$ cat config.mk
export PLATFORM = sky130hd
export DESIGN_NAME = mips_multicycle_ctrl_flat
export DESIGN_NICKNAME = d
export VERILOG_FILES = /design/src/rtl/mips_mc_pkg.sv /design/src/rtl/mips_multicycle_ctrl_if.sv /design/src/rtl/mips_mc_out_decode.sv /design/src/rtl/mips_multicycle_ctrl.sv /design/src/flat_wrapper.sv
export SDC_FILE = /design/constraint.sdc
export NUM_CORES = 1
export LEC_CHECK = 0
export ABC_AREA = 1
export BUFFER_PORTS_ARGS = -buffer_cell sky130_fd_sc_hd__buf_2
export CAP_MARGIN = 20
export CELL_PAD_IN_SITES_DETAIL_PLACEMENT = 0
export CELL_PAD_IN_SITES_GLOBAL_PLACEMENT = 1
export CORE_MARGIN = 2
export CORE_UTILIZATION = 32
export CTS_CLUSTER_SIZE = 30
export DETAILED_ROUTE_END_ITERATION = 6
export GPL_TIMING_DRIVEN = 0
export PLACE_DENSITY = 0.82
export SYNTH_ARGS = -nofsm -noshare
export SYNTH_HDL_FRONTEND = slang
export SYNTH_SLANG_ARGS = --single-unit
$ cat constraint.sdc
create_clock -name clk -period 1.4 [get_ports clk]
set_input_delay 0.21 -clock clk [delete_from_list [all_inputs] [get_ports clk]]
set_output_delay 0.21 -clock clk [all_outputs]
set_load 0.02 [all_outputs]
$ cat src/rtl/mips_mc_pkg.sv
// Shared definitions for the multicycle MIPS main control FSM.
//
// Contents:
//   state_t - controller states; S_TRAP exists only when MIPS_MC_ILLEGAL_TRAP_EN is defined
//   OP_*    - opcode constants taken from Instruction[31:26]
//   ALU_*   - alu_op encodings consumed by the ALU-control decoder
//   SRCB_*  - alu_src_b mux encodings
//   PCSRC_* - pc_source mux encodings
//   ctrl_t  - bundle of every control output the FSM drives
//
// Optional feature macro: MIPS_MC_ILLEGAL_TRAP_EN
package mips_mc_pkg;

`ifdef MIPS_MC_ILLEGAL_TRAP_EN
  typedef enum logic [3:0] {
    S_FETCH, S_DECODE, S_MEM_ADDR, S_MEM_READ, S_MEM_WB,
    S_MEM_WRITE, S_R_EXEC, S_R_WB, S_BRANCH, S_JUMP, S_TRAP
  } state_t;
`else
  typedef enum logic [3:0] {
    S_FETCH, S_DECODE, S_MEM_ADDR, S_MEM_READ, S_MEM_WB,
    S_MEM_WRITE, S_R_EXEC, S_R_WB, S_BRANCH, S_JUMP
  } state_t;
`endif

  localparam logic [5:0] OP_R   = 6'b000000;
  localparam logic [5:0] OP_LW  = 6'b100011;
  localparam logic [5:0] OP_SW  = 6'b101011;
  localparam logic [5:0] OP_BEQ = 6'b000100;
  localparam logic [5:0] OP_J   = 6'b000010;

  localparam logic [1:0] ALU_ADD   = 2'b00;
  localparam logic [1:0] ALU_SUB   = 2'b01;
  localparam logic [1:0] ALU_FUNCT = 2'b10;

  localparam logic [1:0] SRCB_B      = 2'b00;
  localparam logic [1:0] SRCB_FOUR   = 2'b01;
  localparam logic [1:0] SRCB_IMM    = 2'b10;
  localparam logic [1:0] SRCB_IMM_SH = 2'b11;

  localparam logic [1:0] PCSRC_ALU    = 2'b00;
  localparam logic [1:0] PCSRC_ALUOUT = 2'b01;
  localparam logic [1:0] PCSRC_JUMP   = 2'b10;

  typedef struct packed {
    logic       pc_write;
    logic       pc_write_cond;
    logic       iord;
    logic       mem_read;
    logic       mem_write;
    logic       ir_write;
    logic       reg_dst;
    logic       mem_to_reg;
    logic       reg_write;
    logic       alu_src_a;
    logic [1:0] alu_src_b;
    logic [1:0] alu_op;
    logic [1:0] pc_source;
    logic       illegal_op;
  } ctrl_t;

endpackage

$ cat src/rtl/mips_multicycle_ctrl_if.sv
// Control bus between the main control FSM and the multicycle datapath.
//
// Signals:
//   opcode, mem_ready         - datapath/memory -> controller
//   pc_write .. pc_source     - controller -> datapath mux selects and enables
//   instr_done, instr_count   - retirement pulse and wrapping retired count
//   illegal_op                - trap flag (only ever set with MIPS_MC_ILLEGAL_TRAP_EN)
// Modports: master = controller side, slave = datapath side.
interface mips_multicycle_ctrl_if #(
  parameter int CNT_W = 32
);
  logic [5:0]       opcode;
  logic             mem_ready;
  logic             pc_write;
  logic             pc_write_cond;
  logic             iord;
  logic             mem_read;
  logic             mem_write;
  logic             ir_write;
  logic             reg_dst;
  logic             mem_to_reg;
  logic             reg_write;
  logic             alu_src_a;
  logic [1:0]       alu_src_b;
  logic [1:0]       alu_op;
  logic [1:0]       pc_source;
  logic             instr_done;
  logic [CNT_W-1:0] instr_count;
  logic             illegal_op;

  modport master (
    input  opcode, mem_ready,
    output pc_write, pc_write_cond, iord, mem_read, mem_write, ir_write,
           reg_dst, mem_to_reg, reg_write, alu_src_a, alu_src_b, alu_op,
           pc_source, instr_done, instr_count, illegal_op
  );

  modport slave (
    output opcode, mem_ready,
    input  pc_write, pc_write_cond, iord, mem_read, mem_write, ir_write,
           reg_dst, mem_to_reg, reg_write, alu_src_a, alu_src_b, alu_op,
           pc_source, instr_done, instr_count, illegal_op
  );
endinterface

$ cat src/rtl/mips_mc_out_decode.sv
// Combinational Moore output decode for the multicycle MIPS controller.
//
// Ports:
//   state     in  current FSM state
//   mem_ready in  memory handshake (only affects ir_write/pc_write in FETCH)
//   rst       in  forces every control output to 0 while asserted
//   ctrl      out decoded control bundle
//
// Optional feature macro: MIPS_MC_ILLEGAL_TRAP_EN (adds the TRAP decode).
module mips_mc_out_decode
  import mips_mc_pkg::*;
(
  input  state_t state,
  input  logic   mem_ready,
  input  logic   rst,
  output ctrl_t  ctrl
);

  always_comb begin
    ctrl = '0;
    case (state)
      S_FETCH: begin
        ctrl.mem_read  = 1'b1;
        ctrl.alu_src_b = SRCB_FOUR;
        ctrl.alu_op    = ALU_ADD;
        ctrl.pc_source = PCSRC_ALU;
        // IR and PC only load on the cycle the instruction word arrives.
        ctrl.ir_write  = mem_ready;
        ctrl.pc_write  = mem_ready;
      end
      S_DECODE: begin
        // PC + (imm << 2) is computed speculatively for a possible beq.
        ctrl.alu_src_b = SRCB_IMM_SH;
        ctrl.alu_op    = ALU_ADD;
      end
      S_MEM_ADDR: begin
        ctrl.alu_src_a = 1'b1;
        ctrl.alu_src_b = SRCB_IMM;
        ctrl.alu_op    = ALU_ADD;
      end
      S_MEM_READ: begin
        ctrl.mem_read = 1'b1;
        ctrl.iord     = 1'b1;
      end
      S_MEM_WB: begin
        ctrl.reg_write  = 1'b1;
        ctrl.mem_to_reg = 1'b1;
      end
      S_MEM_WRITE: begin
        ctrl.mem_write = 1'b1;
        ctrl.iord      = 1'b1;
      end
      S_R_EXEC: begin
        ctrl.alu_src_a = 1'b1;
        ctrl.alu_src_b = SRCB_B;
        ctrl.alu_op    = ALU_FUNCT;
      end
      S_R_WB: begin
        ctrl.reg_write = 1'b1;
        ctrl.reg_dst   = 1'b1;
        ctrl.alu_op    = ALU_FUNCT;
      end
      S_BRANCH: begin
        ctrl.alu_src_a     = 1'b1;
        ctrl.alu_src_b     = SRCB_B;
        ctrl.alu_op        = ALU_SUB;
        ctrl.pc_write_cond = 1'b1;
        ctrl.pc_source     = PCSRC_ALUOUT;
      end
      S_JUMP: begin
        ctrl.pc_write  = 1'b1;
        ctrl.pc_source = PCSRC_JUMP;
      end
`ifdef MIPS_MC_ILLEGAL_TRAP_EN
      S_TRAP: begin
        ctrl.illegal_op = 1'b1;
      end
`endif
      default: ctrl = '0;
    endcase
    if (rst) begin
      ctrl = '0;
    end
  end

endmodule

$ cat src/rtl/mips_multicycle_ctrl.sv
// Main control FSM for the multicycle MIPS datapath (R-type, lw, sw, beq, j).
// Holds the state register, next-state logic and the retired-instruction
// counter; control outputs come from mips_mc_out_decode.
//
// Ports:
//   clk  in  rising-edge clock
//   rst  in  synchronous active-high reset
//   bus  master modport of mips_multicycle_ctrl_if (opcode/mem_ready in,
//        control outputs, instr_done, instr_count, illegal_op out)
// Parameters:
//   CNT_W  width of the wrapping retired-instruction counter
//
// Optional feature macro: MIPS_MC_ILLEGAL_TRAP_EN
//   defined   - unknown opcodes park the FSM in TRAP with illegal_op=1 until rst
//   undefined - unknown opcodes retire as a two-cycle NOP, illegal_op tied 0
module mips_multicycle_ctrl
  import mips_mc_pkg::*;
#(
  parameter int CNT_W = 32
) (
  input logic                    clk,
  input logic                    rst,
  mips_multicycle_ctrl_if.master bus
);

  state_t           state_reg, state_next;
  logic [CNT_W-1:0] count_reg;
  logic             done;
  ctrl_t            ctrl;

  always_ff @(posedge clk) begin
    if (rst) begin
      state_reg <= S_FETCH;
      count_reg <= '0;
    end else begin
      state_reg <= state_next;
      if (done) begin
        count_reg <= count_reg + CNT_W'(1);
      end
    end
  end

  always_comb begin
    state_next = state_reg;
    done       = 1'b0;
    case (state_reg)
      S_FETCH: begin
        if (bus.mem_ready) state_next = S_DECODE;
      end
      S_DECODE: begin
        case (bus.opcode)
          OP_LW, OP_SW: state_next = S_MEM_ADDR;
          OP_R:         state_next = S_R_EXEC;
          OP_BEQ:       state_next = S_BRANCH;
          OP_J:         state_next = S_JUMP;
          default: begin
`ifdef MIPS_MC_ILLEGAL_TRAP_EN
            state_next = S_TRAP;
`else
            state_next = S_FETCH;
            done       = 1'b1;
`endif
          end
        endcase
      end
      S_MEM_ADDR: state_next = (bus.opcode == OP_LW) ? S_MEM_READ : S_MEM_WRITE;
      S_MEM_READ: begin
        if (bus.mem_ready) state_next = S_MEM_WB;
      end
      S_MEM_WB: begin
        state_next = S_FETCH;
        done       = 1'b1;
      end
      S_MEM_WRITE: begin
        if (bus.mem_ready) begin
          state_next = S_FETCH;
          done       = 1'b1;
        end
      end
      S_R_EXEC: state_next = S_R_WB;
      S_R_WB, S_BRANCH, S_JUMP: begin
        state_next = S_FETCH;
        done       = 1'b1;
      end
`ifdef MIPS_MC_ILLEGAL_TRAP_EN
      S_TRAP: state_next = S_TRAP;
`endif
      default: state_next = S_FETCH;
    endcase
    // An instruction cut short by reset never retires.
    if (rst) begin
      done = 1'b0;
    end
  end

  mips_mc_out_decode u_out_decode (
    .state     (state_reg),
    .mem_ready (bus.mem_ready),
    .rst       (rst),
    .ctrl      (ctrl)
  );

  assign bus.pc_write      = ctrl.pc_write;
  assign bus.pc_write_cond = ctrl.pc_write_cond;
  assign bus.iord          = ctrl.iord;
  assign bus.mem_read      = ctrl.mem_read;
  assign bus.mem_write     = ctrl.mem_write;
  assign bus.ir_write      = ctrl.ir_write;
  assign bus.reg_dst       = ctrl.reg_dst;
  assign bus.mem_to_reg    = ctrl.mem_to_reg;
  assign bus.reg_write     = ctrl.reg_write;
  assign bus.alu_src_a     = ctrl.alu_src_a;
  assign bus.alu_src_b     = ctrl.alu_src_b;
  assign bus.alu_op        = ctrl.alu_op;
  assign bus.pc_source     = ctrl.pc_source;
  assign bus.illegal_op    = ctrl.illegal_op;
  assign bus.instr_done    = done;
  assign bus.instr_count   = count_reg;

endmodule
$ cat src/flat_wrapper.sv
// flat-port wrapper written by rule: the top's interface ports become plain ports
module mips_multicycle_ctrl_flat import mips_mc_pkg::*;
#(
  parameter int CNT_W = 32
)
  (clk, rst, bus_opcode, bus_mem_ready, bus_pc_write, bus_pc_write_cond, bus_iord, bus_mem_read, bus_mem_write, bus_ir_write, bus_reg_dst, bus_mem_to_reg, bus_reg_write, bus_alu_src_a, bus_alu_src_b, bus_alu_op, bus_pc_source, bus_instr_done, bus_instr_count, bus_illegal_op);
  mips_multicycle_ctrl_if #(.CNT_W(CNT_W)) bus_i ();
  input logic clk;
  input logic rst;
  input wire logic [$bits(bus_i.opcode)-1:0] bus_opcode;
  input wire logic [$bits(bus_i.mem_ready)-1:0] bus_mem_ready;
  output wire logic [$bits(bus_i.pc_write)-1:0] bus_pc_write;
  output wire logic [$bits(bus_i.pc_write_cond)-1:0] bus_pc_write_cond;
  output wire logic [$bits(bus_i.iord)-1:0] bus_iord;
  output wire logic [$bits(bus_i.mem_read)-1:0] bus_mem_read;
  output wire logic [$bits(bus_i.mem_write)-1:0] bus_mem_write;
  output wire logic [$bits(bus_i.ir_write)-1:0] bus_ir_write;
  output wire logic [$bits(bus_i.reg_dst)-1:0] bus_reg_dst;
  output wire logic [$bits(bus_i.mem_to_reg)-1:0] bus_mem_to_reg;
  output wire logic [$bits(bus_i.reg_write)-1:0] bus_reg_write;
  output wire logic [$bits(bus_i.alu_src_a)-1:0] bus_alu_src_a;
  output wire logic [$bits(bus_i.alu_src_b)-1:0] bus_alu_src_b;
  output wire logic [$bits(bus_i.alu_op)-1:0] bus_alu_op;
  output wire logic [$bits(bus_i.pc_source)-1:0] bus_pc_source;
  output wire logic [$bits(bus_i.instr_done)-1:0] bus_instr_done;
  output wire logic [$bits(bus_i.instr_count)-1:0] bus_instr_count;
  output wire logic [$bits(bus_i.illegal_op)-1:0] bus_illegal_op;
  assign bus_i.opcode = bus_opcode;
  assign bus_i.mem_ready = bus_mem_ready;
  assign bus_pc_write = bus_i.pc_write;
  assign bus_pc_write_cond = bus_i.pc_write_cond;
  assign bus_iord = bus_i.iord;
  assign bus_mem_read = bus_i.mem_read;
  assign bus_mem_write = bus_i.mem_write;
  assign bus_ir_write = bus_i.ir_write;
  assign bus_reg_dst = bus_i.reg_dst;
  assign bus_mem_to_reg = bus_i.mem_to_reg;
  assign bus_reg_write = bus_i.reg_write;
  assign bus_alu_src_a = bus_i.alu_src_a;
  assign bus_alu_src_b = bus_i.alu_src_b;
  assign bus_alu_op = bus_i.alu_op;
  assign bus_pc_source = bus_i.pc_source;
  assign bus_instr_done = bus_i.instr_done;
  assign bus_instr_count = bus_i.instr_count;
  assign bus_illegal_op = bus_i.illegal_op;
  mips_multicycle_ctrl #(.CNT_W(CNT_W)) u_core (.clk(clk), .rst(rst), .bus(bus_i));
endmodule
==> summary by stage, run 1 <==
Place
In this run the tool buffered the top-level ports with 56 buffer cells. The detailed placement HPWL is about 5400 µm. The post-place setup slack is -0.326 ns. The weighted congestion reported at the end of routability-driven placement is 0.888.

Critical path
The startpoint type of the worst setup path is a flip-flop. The most frequent cell on the critical path is buf_6. The setup check on the worst reg-to-reg path leaves a slack of -0.32 ns. The biggest cell delay along the critical path is 0.41 ns. At the worst endpoint, the required time is 1.19 ns. The worst setup path is captured at an output port. The cell family contributing the most delay on the critical path is simple AND/OR/NAND/NOR gates.

The largest fanout on the critical path is 6. Walking the worst path, the cells encountered are buf_6 -> nor2_4 -> nand2_2 -> nand3_1 -> nor2_2 -> o21ai_4 -> nand2_4 -> inv_2 -> buf_6. The slowest stage of the critical path belongs to the cell dfxtp_4. The category of the most critical setup path is reg2out. The arrival time of the worst setup path is about 1.6 ns. The number of buffers and inverters on the critical path is 3.

CTS
The number of buffers inserted for hold repair after clock tree synthesis is 0. The root buffer cell chosen for the clock tree is clkbuf_8. The TritonCTS sink count is 36.

In this run the deepest clock path goes through 2 buffers. The later pin in the worst-skew pair is clocked with a latency of 0.29 ns. The clock tree synthesis step divided the H-tree into 2 levels.

The TritonCTS clock tree is built. The clock transition time at the flip-flop clock pins of the worst setup and hold paths is 0.08 ns. Counting the buffers created by CTS gives 5.

STA
The maximum frequency from static timing analysis is 0.562 GHz. Setup repair after global routing could not meet its margin everywhere. The number of failing setup endpoints in the final timing report is between 50 and 60. The fraction of the cycle the final worst path needs is 127%.

The final setup TNS is -12.41 ns. The hold violation count in the final report is 0. Hold is met by 0.238 ns. The setup skew after layout is around 0.0054 ns. For the pin with the worst max-slew slack, the measured transition is 0.588 ns.

After layout, the minimum clock period comes to 1.78 ns. The worst slew slack as a fraction of its limit is 60.8%. Setup slack on the critical path of the routed design comes to -0.380 ns. The number of max-slew violations in the final report came to 0.

Run status
The final reports fail on setup timing. The run finished, with violations left.

Finish
Leaving out fill and tap cells, the most frequent cell in the layout is nand2_1. Cells with a size suffix above 1 make up 34.5% of the layout. At the end of the flow, the number of nets in the layout was 528. The flip-flop count of the largest register, all copies and words added is 32.

Leaving out fill and tap cells, the most frequent cells in the layout are nand2_1 (118), nor2_1 (90), inv_1 (41), buf_2 (41), nand3_1 (35). The antenna diode count is 0. The layout overhead on the synthesized area is 49.2%.

Cells fill 49.2% of the core in the end.

GRT
The number of antenna violations at the first check in global routing is 0. The pin count of the biggest net entering global routing is 12. For this run, the total global-route usage over all layers was measured as a little under a fifth. For this run the aggregate overflow at the end of global routing stands at 0.

The wire length of the first global-routing pass is 12,500 µm. The via count of the first global-routing pass came to 2,724.

Synth
The post-synthesis cell type with the largest combined area is dfxtp_1. The synthesized design contains 36 register bits. The number of nets handed over by synthesis was 447. The per-instance average area after synthesis is between 5 and 6 µm². The share of synthesized area in the top cell type comes to 30.1%. In this run the cell area of the synthesized design comes to 2390 µm². The yosys synthesis warning count is 0. By area the synthesized netlist is led by dfxtp_1 (30%), nand2_1 (22%), nor2_1 (17%). The sequential area share after synthesis is 30.1%.

The count of mapped cells out of synthesis is 437. Synthesis instantiated 23 different standard cells from the library.

Worst hold path
The worst hold path belongs to the class in2reg.

Routing
The vias after detailed routing is 2,920. In this run the remaining antenna-violating nets after routing total 0. For this run, design rule violations remaining after detail routing come to 0.

Wires add up to 7760 µm. Dividing the detail-routed wire length by the instance count gives 12.6 µm. The first detailed-routing pass ran for 4 iterations. The violation count after the first detailed-routing iteration is 123. Using the TritonRoute via totals, the vias-per-cell ratio works out to 4.72.

Die
The die width is 90.5 µm. The core area is 7250 µm². Row generation in the floorplan step produced 31 rows. The initial cell density of the core is 33.0%. The die is 90.5 µm tall.

The number of top-level pins is 59. The die covers 8180 µm².

Pwr
The design draws approximately 0.0023 W. The largest vdd supply drop is 275 µV. In this run the static leakage power is 1.57 nW.

The power density over the cells is 655 nW/µm².

Job
The number of max-cap violations is 0.
## layer usage
metal  global-route usage, %  vias to the layer above  wire [µm]
met5                       0                        -          0
met3                    4.09                       13        384
met2                    32.2                       66       3820
met1                    22.7                     1330       3390
met4                    6.67                        0        167
li1                        -                     1511          -
## final timing paths
kind | start | end | cells after the start
worst min register to register | u_core.bus.instr_count[31] | u_core.bus.instr_count[31] | 2
worst max-delay path | u_core.state_reg[1] | bus_instr_done | 9
worst max register to register | u_core.state_reg[2] | u_core.bus.instr_count[6] | 11
worst min-delay path | rst | u_core.bus.instr_count[12] | 2
## kinds of logic (layout without fill, tap and decap cells)
family | count (synthesis) | count (layout) | share of synthesized area, %
other | 1 | 1 | 0.157
DFF | 36 | 36 | 30.1
and+or+nand+nor | 302 | 302 | 50.7
AOI/OAI and AO/OA | 32 | 32 | 6.90
adders and majority gates | 1 | 1 | 0.523
xor gates and xnor gates | 1 | 1 | 0.366
buffers and inverters | 64 | 146 | 11.2
## report_power, final
| part | switching, W | leakage, nW | total, W | internal, W |
|---|---|---|---|---|
| Clock | 0.000400 | 0.0510 | 0.000794 | 0.000393 |
| Combinational | 0.000276 | 1.22 | 0.000490 | 0.000213 |
| Sequential | 0.0000250 | 0.300 | 0.00106 | 0.00103 |
| Total | 0.000702 | 1.57 | 0.00234 | 0.00164 |
## per-stage QoR
| stage | std cells | cell area, µm² |
|---|---|---|
| detailed placement | 592 | 2890 |
| global placement | 592 | 2890 |
| global route | 618 | 3570 |
| finish | 618 | 3570 |
| CTS | 613 | 3280 |
| floorplan | 437 | 2480 |
## synthesized netlist by cell type, drive strengths merged
cell    count
and2        1
ha          1
conb        1
nand2     143
nand4       3
o21ai       8
nor2      109
nand3      38
a21oi      23
a31oi       1
clkbuf      4
xnor2       1
buf        10
nor3        8
dfxtp      36
inv        50
## area by class of cell
class                   instances  area [µm²]
multi-input cells             337        1720
plain buffers                  14         123
inverters                      50         195
repair buffers                 74         564
well taps                      99         124
flip-flops and latches         36         756
clock inverters                 2        10.0
fillers                       779        3680
clock buffers                   6        82.6
## what timing repair did
item                                    4_1_cts  5_1_grt
gates resized for setup                      70       68
pin swaps                                    14       28
endpoints found under the setup margin       52       52
gates cloned                                  0        2
buffers inserted                             13        6
Note: power is estimated with default switching activity, not from simulation.
==> inputs of run 2 (changes only) <==
--- a/config.mk
+++ b/config.mk
@@ -6,16 +6,16 @@
 export NUM_CORES = 1
 export LEC_CHECK = 0
 export ABC_AREA = 1
-export BUFFER_PORTS_ARGS = -buffer_cell sky130_fd_sc_hd__buf_2
+export BUFFER_PORTS_ARGS = -buffer_cell sky130_fd_sc_hd__buf_4
 export CAP_MARGIN = 20
 export CELL_PAD_IN_SITES_DETAIL_PLACEMENT = 0
 export CELL_PAD_IN_SITES_GLOBAL_PLACEMENT = 1
 export CORE_MARGIN = 2
-export CORE_UTILIZATION = 32
+export CORE_UTILIZATION = 35
 export CTS_CLUSTER_SIZE = 30
 export DETAILED_ROUTE_END_ITERATION = 6
-export GPL_TIMING_DRIVEN = 0
-export PLACE_DENSITY = 0.82
+export GPL_TIMING_DRIVEN = 1
+export PLACE_DENSITY = 0.85
 export SYNTH_ARGS = -nofsm -noshare
 export SYNTH_HDL_FRONTEND = slang
 export SYNTH_SLANG_ARGS = --single-unit
==> constraint.sdc (replaced) <==
create_clock -name clk -period 1.86 [get_ports clk]
set_input_delay 0.279 -clock clk [delete_from_list [all_inputs] [get_ports clk]]
set_output_delay 0.279 -clock clk [all_outputs]
set_load 0.02 [all_outputs]
==> run 2 against run 1 <==
Net effect: the run now ends clean; critical path type unchanged; die area shrank 8.2%; count of clock-buffer cells in the layout grew 1; total power shrank 24%; largest cell class unchanged.
==> summary by stage, run 2 (synthesis gave the netlist of run 1 again) <==
STA
The hold violation count in the final report is 0. Setup repair after global routing could not meet its margin everywhere. The maximum frequency from static timing analysis is 0.555 GHz. Clock skew on the completed layout was measured at ~0.013 ns. Across all hold checks on the routed design, the worst slack comes to around 0.32 ns.

Of the available clock period, the critical path in the final layout requires 96.8%. The routed design could run at a clock period as short as 1.80 ns. The number of max-slew violations in the final report is 0. The number of failing setup endpoints in the final timing report is 0.

Run status
The flow ran to the end, and the final reports show no timing, DRC or antenna violations.

Die
The die footprint is 7510 µm². The number of top-level pins is 59. The core area is 6720 µm². The floorplan has 30 rows. The die is just under 90 µm tall. The die width is 86.7 µm. The initial utilization of the core area, before any placement, comes to 35.6%.

Finish
The library cells used most frequently in the layout, excluding fill and tap cells, are nand2_1 (140), nor2_1 (101), buf_4 (67). The cell area after layout is 3140 µm². The flip-flop count of the largest register, all copies and words added is 32. The antenna diode count is 0. Leaving out fill and tap cells, the most frequent cell in the layout is nand2_1. The layout overhead on the synthesized area is 31.2%. At the end of the flow, the number of nets in the layout was approximately 500. The core occupancy in the finished layout is between 40% and 50%. The fraction of final layout cells with drive strength greater than 1 is 19.8%.

GRT
The leftover overflow at the end of global routing is 0. The via count of the first global-routing pass is 2,396. Entering global routing, the biggest net connects a little over 50 pins. The number of antenna violations at the first check in global routing is 0. The wire length of the first global-routing pass is around 11,000 µm. For this run, the total global-route usage over all layers was measured as 17.8%.

Critical path
The setup check on the worst reg-to-reg path leaves a slack of 0.15 ns. The required arrival time at the worst endpoint is between 1.5 and 2 ns. The worst register-to-register path ends at u_core.bus.instr_count[7]. The largest fanout on the critical path is 6. The element type at the critical path end is an output port. The startpoint identified for the worst register-to-register timing path is u_core.state_reg[3]. The worst setup path startpoint is u_core.state_reg[3]. The worst setup path is launched from a flip-flop.

STA puts the critical path data arrival time at 1.52 ns. The most critical setup path has its endpoint at bus_instr_done. The worst-case reg-to-reg path depth is 10. By startpoint and endpoint, the worst setup path is classified as reg2out.

CTS
After clock tree synthesis, the clock-pin slew on the worst setup and hold paths is 0.07 ns. The buffer depth of the longest clock path is 2. The maximum level of the CTS H-tree is 2. TritonCTS built the clock tree. The insertion delay of the later-clocked pin in the worst-skew pair is 0.29 ns. The CTS buffer count is 5. The root buffer cell chosen for the clock tree is clkbuf_8. The TritonCTS sink count is 36.

Job
Across the run, the number of max-cap violations was 0.

Pwr
The largest vdd supply drop is around 240 µV. The switching power is 0.000451 W. The portion of total power attributed to combinational logic is 12.8%. The power density over the cells is between 500 and 600 nW/µm². In this run, flip-flops and latches consume roughly 44% of the power.

The switching share of power is 25.3%. In this run, the clock network consumes a little over two fifths of the power. The internal portion of the total power is 0.00134 W. The leakage dissipation is 1.36 nW.

Place
Input and output buffers added on the ports amount to between 50 and 60. Once detailed placement completed, the half-perimeter wirelength came to roughly 5000 µm. The cell area reported after detailed placement is 2910 µm². The congestion estimate from routability-driven global placement came to 0.854.

Routing
The violation count after the first detailed-routing iteration is 157. The per-cell routed wire length is between 10 and 15 µm. The post-detailed-route count of antenna-violating nets is 0.

The first TritonRoute pass finished after 4 iterations. Dividing the detail-routed via count by the number of cells gives 4.66. The DRC violations left is 0.

The final layout contains routed wiring with a total length of 6510 µm. The vias after detailed routing is around 2.7k.

Worst hold path
The min-delay analysis places its worst path in the category in2reg. The startpoint of the worst hold path is bus_mem_ready.
==> run 2: changes by cell type in the layout (fill, tap and decap cells not counted), sizes merged <==
| cell | change |
|---|---|
| clkbuf | -4 |
| bufinv | +1 |
| buf | -15 |
| clkinv | -2 |
==> run 2: routing by layer <==
metal / global-route usage [%] / wire length (µm)
met1: 22.1 / 3030
met2: 30.6 / 3060
met3: 3.90 / 294
met4: 5.82 / 131
met5: 0 / 0
==> run 2: layout make-up <==
class / count / area, µm²
Multi-Input combinational cell: 337 / 1470
Clock inverter: 1 / 30.0
Inverter: 50 / 190
Sequential cell: 36 / 734
Timing Repair Buffer: 68 / 523
Clock buffer: 7 / 96.3
Tap cell: 80 / 100
Fill cell: 734 / 3580
==> run 2: what timing repair did <==
action,in CTS,in global routing
hold endpoints to repair,0,0
resized for setup,7,17
hold buffers,0,0
endpoints found under the setup margin,2,15
pin swaps,2,4
buffers inserted,1,3
==> run 2: worst max-delay path: stages (launching register included) <==
cell     delay (ns)
dfxtp_4        0.37
nor2_4         0.16
inv_4          0.08
nor2_4         0.13
nand3_2        0.10
o21ai_4        0.14
nand2_2        0.07
inv_1          0.06
buf_4          0.13
==> run 2: how the worst min path moves through the flow <==
stage          cells past startpoint                         end
2_1_floorplan                      2         u_core.state_reg[2]
3_3_place_gp                       2  u_core.bus.instr_count[31]
3_5_place_dp                       2  u_core.bus.instr_count[31]
4_1_cts                            4         u_core.state_reg[1]
5_1_grt                            4         u_core.state_reg[1]
6_report                           4         u_core.state_reg[1]
==> run 2: power groups by stage <==
| stage | sequential, W | clock (W) | combinational (W) |
|---|---|---|---|
| 2_1_floorplan | 0.000814 | 0 | 0.000144 |
| 3_3_place_gp | 0.000808 | 0 | 0.000217 |
| 3_5_place_dp | 0.000809 | 0 | 0.000218 |
| 4_1_cts | 0.000792 | 0.000785 | 0.000225 |
| 5_1_grt | 0.000794 | 0.000826 | 0.000252 |
| 6_report | 0.000792 | 0.000766 | 0.000229 |
==> run 2: stage by stage <==
stage | power (W) | cells | TNS [ns] | worst slack (ns)
after floorplan | 0.000958 | 437 | 0 | 0.219
after global placement | 0.00103 | 567 | 0 | 0.166
after detailed placement | 0.00103 | 567 | 0 | 0.136
after CTS | 0.00180 | 576 | 0 | 0.00213
after global routing | 0.00187 | 579 | -0.0402 | -0.0402
final | 0.00179 | 579 | 0 | 0.0598
